===== config.mk =====
export PLATFORM = sky130hd
export DESIGN_NAME = regfile
export DESIGN_NICKNAME = d
export VERILOG_FILES = /design/src/rtl/rv32_pkg.sv /design/src/rtl/regfile_read_port.sv /design/src/rtl/regfile.sv
export SDC_FILE = /design/constraint.sdc
export NUM_CORES = 2
export LEC_CHECK = 0
export ABC_AREA = 1
export CORE_MARGIN = 2
export CORE_UTILIZATION = 25
export DETAILED_ROUTE_END_ITERATION = 12
export MAX_ROUTING_LAYER = met4
export PLACE_DENSITY = 0.47
export SYNTH_ARGS = -nofsm -noshare
export SYNTH_HDL_FRONTEND = slang
export SYNTH_HIERARCHICAL = 1
export SYNTH_SLANG_ARGS = --single-unit

===== constraint.sdc =====
create_clock -name clk -period 1.39 [get_ports clk]
set_clock_uncertainty 0.05 [all_clocks]
set_input_delay 0.139 -clock clk [delete_from_list [all_inputs] [get_ports clk]]
set_output_delay 0.139 -clock clk [all_outputs]
set_load 0.03 [all_outputs]

===== src/rtl/rv32_pkg.sv =====
// Shared RV32 core constants: register width, address width, register count.
// REG_ZERO is the hardwired-zero register address (x0).
package rv32_pkg;
  localparam int XLEN       = 32;
  localparam int REG_ADDR_W = 5;
  localparam int NUM_REGS   = 32;
  localparam logic [4:0] REG_ZERO = 5'd0;
endpackage


===== src/rtl/regfile_read_port.sv =====
// One combinational read port: selects a word from the flattened register
// array by address; address zero always reads as zero (x0).
// Ports: regs (flattened storage), addr (read address), data (read data).
module regfile_read_port
  import rv32_pkg::*;
#(
  parameter int DATA_W = XLEN,
  parameter int ADDR_W = REG_ADDR_W
) (
  input  logic [(2**ADDR_W)*DATA_W-1:0] regs,
  input  logic [ADDR_W-1:0]             addr,
  output logic [DATA_W-1:0]             data
);

  always_comb begin
    data = '0;
    if (addr != ADDR_W'(REG_ZERO))
      data = regs[int'(addr)*DATA_W +: DATA_W];
  end

endmodule


===== src/rtl/regfile.sv =====
// RV32I integer register file: x1..x31 storage, x0 hardwired to zero,
// two combinational read ports (a_rs1/rs1, a_rs2/rs2), one synchronous
// write port (a_rd, rd, we), async active-low reset (clk, rst_n).
module regfile
  import rv32_pkg::*;
#(
  parameter int DATA_W = XLEN,
  parameter int ADDR_W = REG_ADDR_W
) (
  input  logic              clk,
  input  logic              rst_n,
  input  logic [ADDR_W-1:0] a_rs1,
  output logic [DATA_W-1:0] rs1,
  input  logic [ADDR_W-1:0] a_rs2,
  output logic [DATA_W-1:0] rs2,
  input  logic [ADDR_W-1:0] a_rd,
  input  logic [DATA_W-1:0] rd,
  input  logic              we
);

  localparam int NREGS = 2**ADDR_W;

  logic [NREGS*DATA_W-1:0] regs;

  // Slot 0 is a constant; x0 has no flops.
  assign regs[DATA_W-1:0] = '0;

  for (genvar i = 1; i < NREGS; i++) begin : g_reg
    logic hit;
    assign hit = we && (a_rd == ADDR_W'(i));

    always_ff @(posedge clk or negedge rst_n) begin
      if (!rst_n)
        regs[i*DATA_W +: DATA_W] <= '0;
      else if (hit)
        regs[i*DATA_W +: DATA_W] <= rd;
    end
  end

  // Reads see pre-edge state: no write bypass, so
  // rd -> rs paths never form a combinational loop.
  regfile_read_port #(
    .DATA_W (DATA_W),
    .ADDR_W (ADDR_W)
  ) u_rp1 (
    .regs (regs),
    .addr (a_rs1),
    .data (rs1)
  );

  regfile_read_port #(
    .DATA_W (DATA_W),
    .ADDR_W (ADDR_W)
  ) u_rp2 (
    .regs (regs),
    .addr (a_rs2),
    .data (rs2)
  );

endmodule


* Yosys cells after proc, flatten, opt, wreduce, memory -nomap -nowiden
Index checks and enable logic that the tools add are counted.
** Word-level totals
- Register bits after elaboration :: 992
- Input bits :: 50
- Output and inout bits :: 64
** Operators by class
- Equality and inequality tests :: 31
- Shift-type cells :: 2
- Muxes and demuxes :: 2
- Reduce and logical (&&, ||, !) cells :: 33
** Operators by type and width (number)
- $shiftx A1024 B11 Y32 :: 2
- $eq A5 B5 Y1 const B :: 16
- $mux W32 :: 2
- $eq A5 B4 Y1 const B :: 8
- $logic_and A1 B1 Y1 :: 31
- $eq A5 B3 Y1 const B :: 4
- $eq A5 B2 Y1 const B :: 2
- $reduce_bool A5 Y1 :: 2
- $eq A5 B1 Y1 const B :: 1

* Depth between registers and ports, before layout
- Depth after elaboration :: 2
- Mapped depth :: 12
- Mapped depth without buffers :: 9

* Hierarchy
The synthesis kept the hierarchy.
** Modules (own cells, without submodules)
- regfile :: instances 1, cells an instance 4462, area an instance 39580.5 µm², sequential area each 24823.8 µm²
- regfile_read_port :: instances 2, cells an instance 2464, area an instance 10737.8 µm², sequential area each 0.0 µm²

* Worst setup path after synthesis
OpenSTA, ideal clock, no wires.
- Path type :: input port to output port
- From :: input a_rs1[0]
- To :: output rs1[6]
- Arrival time :: 1.424 ns
- Setup slack :: -0.223 ns
- Stages :: 12
- Cell sequence :: buf_6 -> inv_8 -> buf_6 -> buf_4 -> nand2_1 -> nand3_1 -> nand3_1 -> nand2_1 -> nand2_1 -> nand2_1 -> nor2_1 -> nor2_1
** Between the ends
- Longest elaborated chain between the ends :: 2
** RTL lines
- start: declaration :: line regfile.sv:12 : input logic [ADDR_W-1:0] a_rs1,
- $shiftx A1024 B11 Y32 or $reduce_bool A5 Y1 (tied branches) :: line regfile_read_port.sv:18, regfile_read_port.sv:17
- $mux W32 (*) :: line regfile_read_port.sv:17 : if (addr != ADDR_W'(REG_ZERO))
- end: declaration :: line regfile.sv:13 : output logic [DATA_W-1:0] rs1,
Mark *: on every way between the ends. The rest lies on a longest branch, timed or not.

* Worst setup path in the final report
- From :: register regs[879]
- To :: output rs2[15]
** Between the ends
- Longest elaborated chain between the ends :: 2
** RTL lines
- start: declaration :: line regfile.sv:23 : logic [NREGS*DATA_W-1:0] regs;
- start signal: indexed assignment :: line regfile.sv:36 : regs[i*DATA_W +: DATA_W] <= rd;
- $shiftx A1024 B11 Y32 :: line regfile_read_port.sv:18 : data = regs[int'(addr)*DATA_W +: DATA_W];
- $mux W32 :: line regfile_read_port.sv:17
- end: declaration :: line regfile.sv:15 : output logic [DATA_W-1:0] rs2,
Every way passes these cells.

==> metrics.md <==
| Metric | Value |
|---|---|
| Clk pin slew, worst setup/hold paths | `0.06 ns` |
| CP Cell Sequence | `nand2_1 -> nand3_1 -> nand3_1 -> nand2_1 -> nand2_1 -> nand3_2 -> nand2_4 -> nor2_4 -> buf_12` |
| Post-route setup TNS | `-57.15 ns` |
| Routed length on met3 | `28100 um` |
| R2R setup slack | `0.36 ns` |
| Worst Hold Class | `in2reg` |
| Compound-Gate Fraction of Synth Area | `1.51%` |
| Ys async rst share | `100%` |
| Initial antenna violation count | `13` |
| CP Class | `reg2out` |
| Syn-to-layout area delta | `34.5%` |
| Most common cell in the synthesized netlist | `nand2_1` |
| Fin nets | `9914` |
| Synth top area share | `40.7%` |
| Global Route Usage Sum | `26.2%` |
| CTS tree | `built` |
| H-tree levels | `3` |
| FP Rows | `181` |
| Largest family of logic cells by synthesized area | `simple AND/OR/NAND/NOR gates` |
| Synth area leaders | `dfrtp_1 41%, nand2_1 28%, nand3_1 18%, nor2_1 2.7%, buf_2 2.5%` |
| Worst-Margin Slew | `0.514 ns` |
| RSZ-0062 raised after global routing | `true` |
| Clock root cell | `clkbuf_16` |
| Seq/Total Area, Yosys | `40.7%` |
| Pint | `65.1 mW` |
| Clock Sink Count | `992` |
| Largest net degree at the start of global routing | `74` |
| Cells after Synth | `9390` |
| Global route overflow | `0` |
| Worst setup EP type | `output port` |
| Fin crit period | `2.38 ns` |
| Critical path's top delay family | `simple AND/OR/NAND/NOR gates` |
| Largest vdd supply drop | `0.00105 V` |
| Syn Area/Cell | `6.50 sq um` |
| Initial DRC count | `8857` |
| Clk buf depth | `3` |
| DP HPWL | `210000 um` |
| Clock share of power | `34.6%` |
| Post-synth EDFFs | `0` |
| Layout cells sized above 1 | `18.6%` |
| Filler cells | `25661` |
| Ys flop type | `dfrtp_1` |
| Post-synthesis cell type count | `19` |
| Register bit count reported by yosys | `992` |
| Final period utilization | `172%` |
| Power Density | `1210 mW/mm^2` |
| Comb pwr share | `26.2%` |
| Synth cell count leaders | `4495 x nand2_1, 2159 x nand3_1, 992 x dfrtp_1` |
| Slowest cell delay on critical path | `0.39 ns` |
| Die W | `498 um` |
| CP max-delay cell | `dfrtp_1` |
| Vias per cell | `5.34` |
| First-pass GRT wire length | `472000 um` |
| Drt pass-1 iters | `12` |
| DR WL met2 | `146000 um` |
| Reg power frac | `39.2%` |
| Vias in the first global route | `66672` |
| Synth area leader | `dfrtp_1` |
| Top flop regs | `regs (992)` |
| Met1 WL | `134000 um` |
| Buffers and inverters on the worst path | `1` |
| Clk_lat worst skew | `0.80 ns` |
| Post-synthesis mux area share | `0%` |
| Port Buffers | `113` |
| Endpoints failing hold | `0` |
| # DRC | `0` |
| Vias | `70293` |
| Placer Congestion | `0.910` |
| Fmax | `419 MHz` |
| Largest register FFs | `992` |
| Final setup viols | `64` |
| Top Layer Used | `met4` |
| Max-slew violation count | `0` |
| Crit start category | `flip-flop` |
| Place WS | `-0.998 ns` |
| Num CTS Buffers | `118` |
| Max Cap Violations | `0` |
| Failing checks | `negative setup slack` |
| Fin worst setup slack | `-0.994 ns` |
| Register with the most flip-flops | `regs` |
| Simple-gate share of the synthesized area | `50.4%` |
| Yosys warnings | `6` |
| DIE AREA | `0.248 sq mm` |
| CP required | `1.20 ns` |
| Final cell count without fillers | `13175` |
| Most numerous cell on the critical path | `nand2_1` |
| Routed WL | `326000 um` |
| Status | `finished, violations left` |
| Final core occ | `33.8%` |
| I/O pins | `114` |
| Worst-path maximum fanout | `3` |
| Mapped Area | `0.0611 sq mm` |
| Switching Share | `34.4%` |
| Synth Area in XOR/XNOR | `0%` |
| Adder-Cell Fraction of Synth Area | `0%` |
| Sw Pwr | `34.1 mW` |
| Antenna Nets Post-Route | `0` |
| Initial core utilization | `25.1%` |
| Leakage | `40.5 nW` |
| CP arrival | `2.19 ns` |
| Core Region | `0.243 sq mm` |
| # placed instances | `12856` |
| Slew HR | `65.8%` |
| DIE HEIGHT | `498 um` |
| Avg WL per Cell | `24.7 um` |
## cell usage in the layout (no fill, tap or decap), types with 5 or more instances in the layout
| cell | instances |
|---|---|
| nand2_4 | 51 |
| nand2_1 | 4321 |
| conb_1 | 64 |
| o21ai_1 | 90 |
| dfrtp_1 | 992 |
| inv_8 | 5 |
| buf_6 | 14 |
| buf_4 | 660 |
| clkinv_2 | 23 |
| o21ai_0 | 89 |
| clkbuf_8 | 33 |
| clkbuf_1 | 25 |
| nand2_2 | 122 |
| nand4_1 | 224 |
| nand3_2 | 169 |
| nand3_4 | 17 |
| nand3_1 | 1973 |
| nor2_1 | 293 |
| clkbuf_16 | 120 |
| nor2_4 | 95 |
| buf_12 | 437 |
| buf_8 | 5 |
| clkdlybuf4s50_1 | 35 |
| nor2_2 | 60 |
| bufinv_16 | 13 |
| diode_2 | 6 |
## power by group through the flow
stage,clock [mW],sequential [mW],combinational (mW)
6_report,34.3,38.9,26.0
5_1_grt,35.9,39.5,28.5
4_1_cts,34.8,38.7,24.8
3_5_place_dp,0,39.1,24.0
3_3_place_gp,0,39.1,23.7
2_1_floorplan,0,37.8,13.7
## metal layers
metal	track usage (%)	vias up
li1	-	31301
met1	34.0	34188
met2	40.3	3899
met3	3.52	905
met4	12.0	0
met5	-	-
## cells by family (layout without fill, tap and decap cells)
kind of cell | count (synthesis) | count (layout)
AO/OA/AOI/OAI | 184 | 184
buffers and inverters | 885 | 1399
flip-flops | 992 | 992
other | 1 | 70
AND/OR/NAND/NOR | 7328 | 7328
## layout make-up
cell class,count,area [sq um],area share [%]
multi-input combinational,7576,34600,42.1
clock inverter,45,633,0.771
antenna,6,15.0,0.0183
inverter,18,168,0.204
tap,3202,4010,4.88
timing repair buffer,1158,14400,17.5
sequential,992,24800,30.2
clock buffer,178,3550,4.32
## stage by stage
stage          hold slack (ns)  cell area [sq um]  power, mW
6_report                0.0460              82100       99.2
5_1_grt                 0.0401              82100        104
4_1_cts                 0.0512              80800       98.3
3_5_place_dp            0.0497              75300       63.1
3_3_place_gp            0.0465              75300       62.8
2_1_floorplan           -0.207              61800       51.5
## worst min-delay path, stage by stage
cell            delay, ns
dlymetal6s2s_1       0.26
nor2_4               0.09
buf_4                0.22
nand4_1              0.12
nand2_1              0.04
## repair_timing
action	4_1_cts	5_1_grt
setup buffers	30	58
hold endpoints to repair	992	0
pin swaps	295	248
setup endpoints to repair	96	112
gates resized for setup	274	262
hold buffers	2	0
## path summary, 6_finish.rpt
check	start	to	cells after the start
max	regs[879]	rs2[15]	9
min	a_rd[2]	regs[524]	5
max reg2reg	regs[542]	regs[542]	5
min reg2reg	regs[162]	regs[162]	2
max in group asynchronous	rst_n	regs[468]	3
min in group asynchronous	rst_n	regs[121]	3
Power figures use the tool's default switching activity.
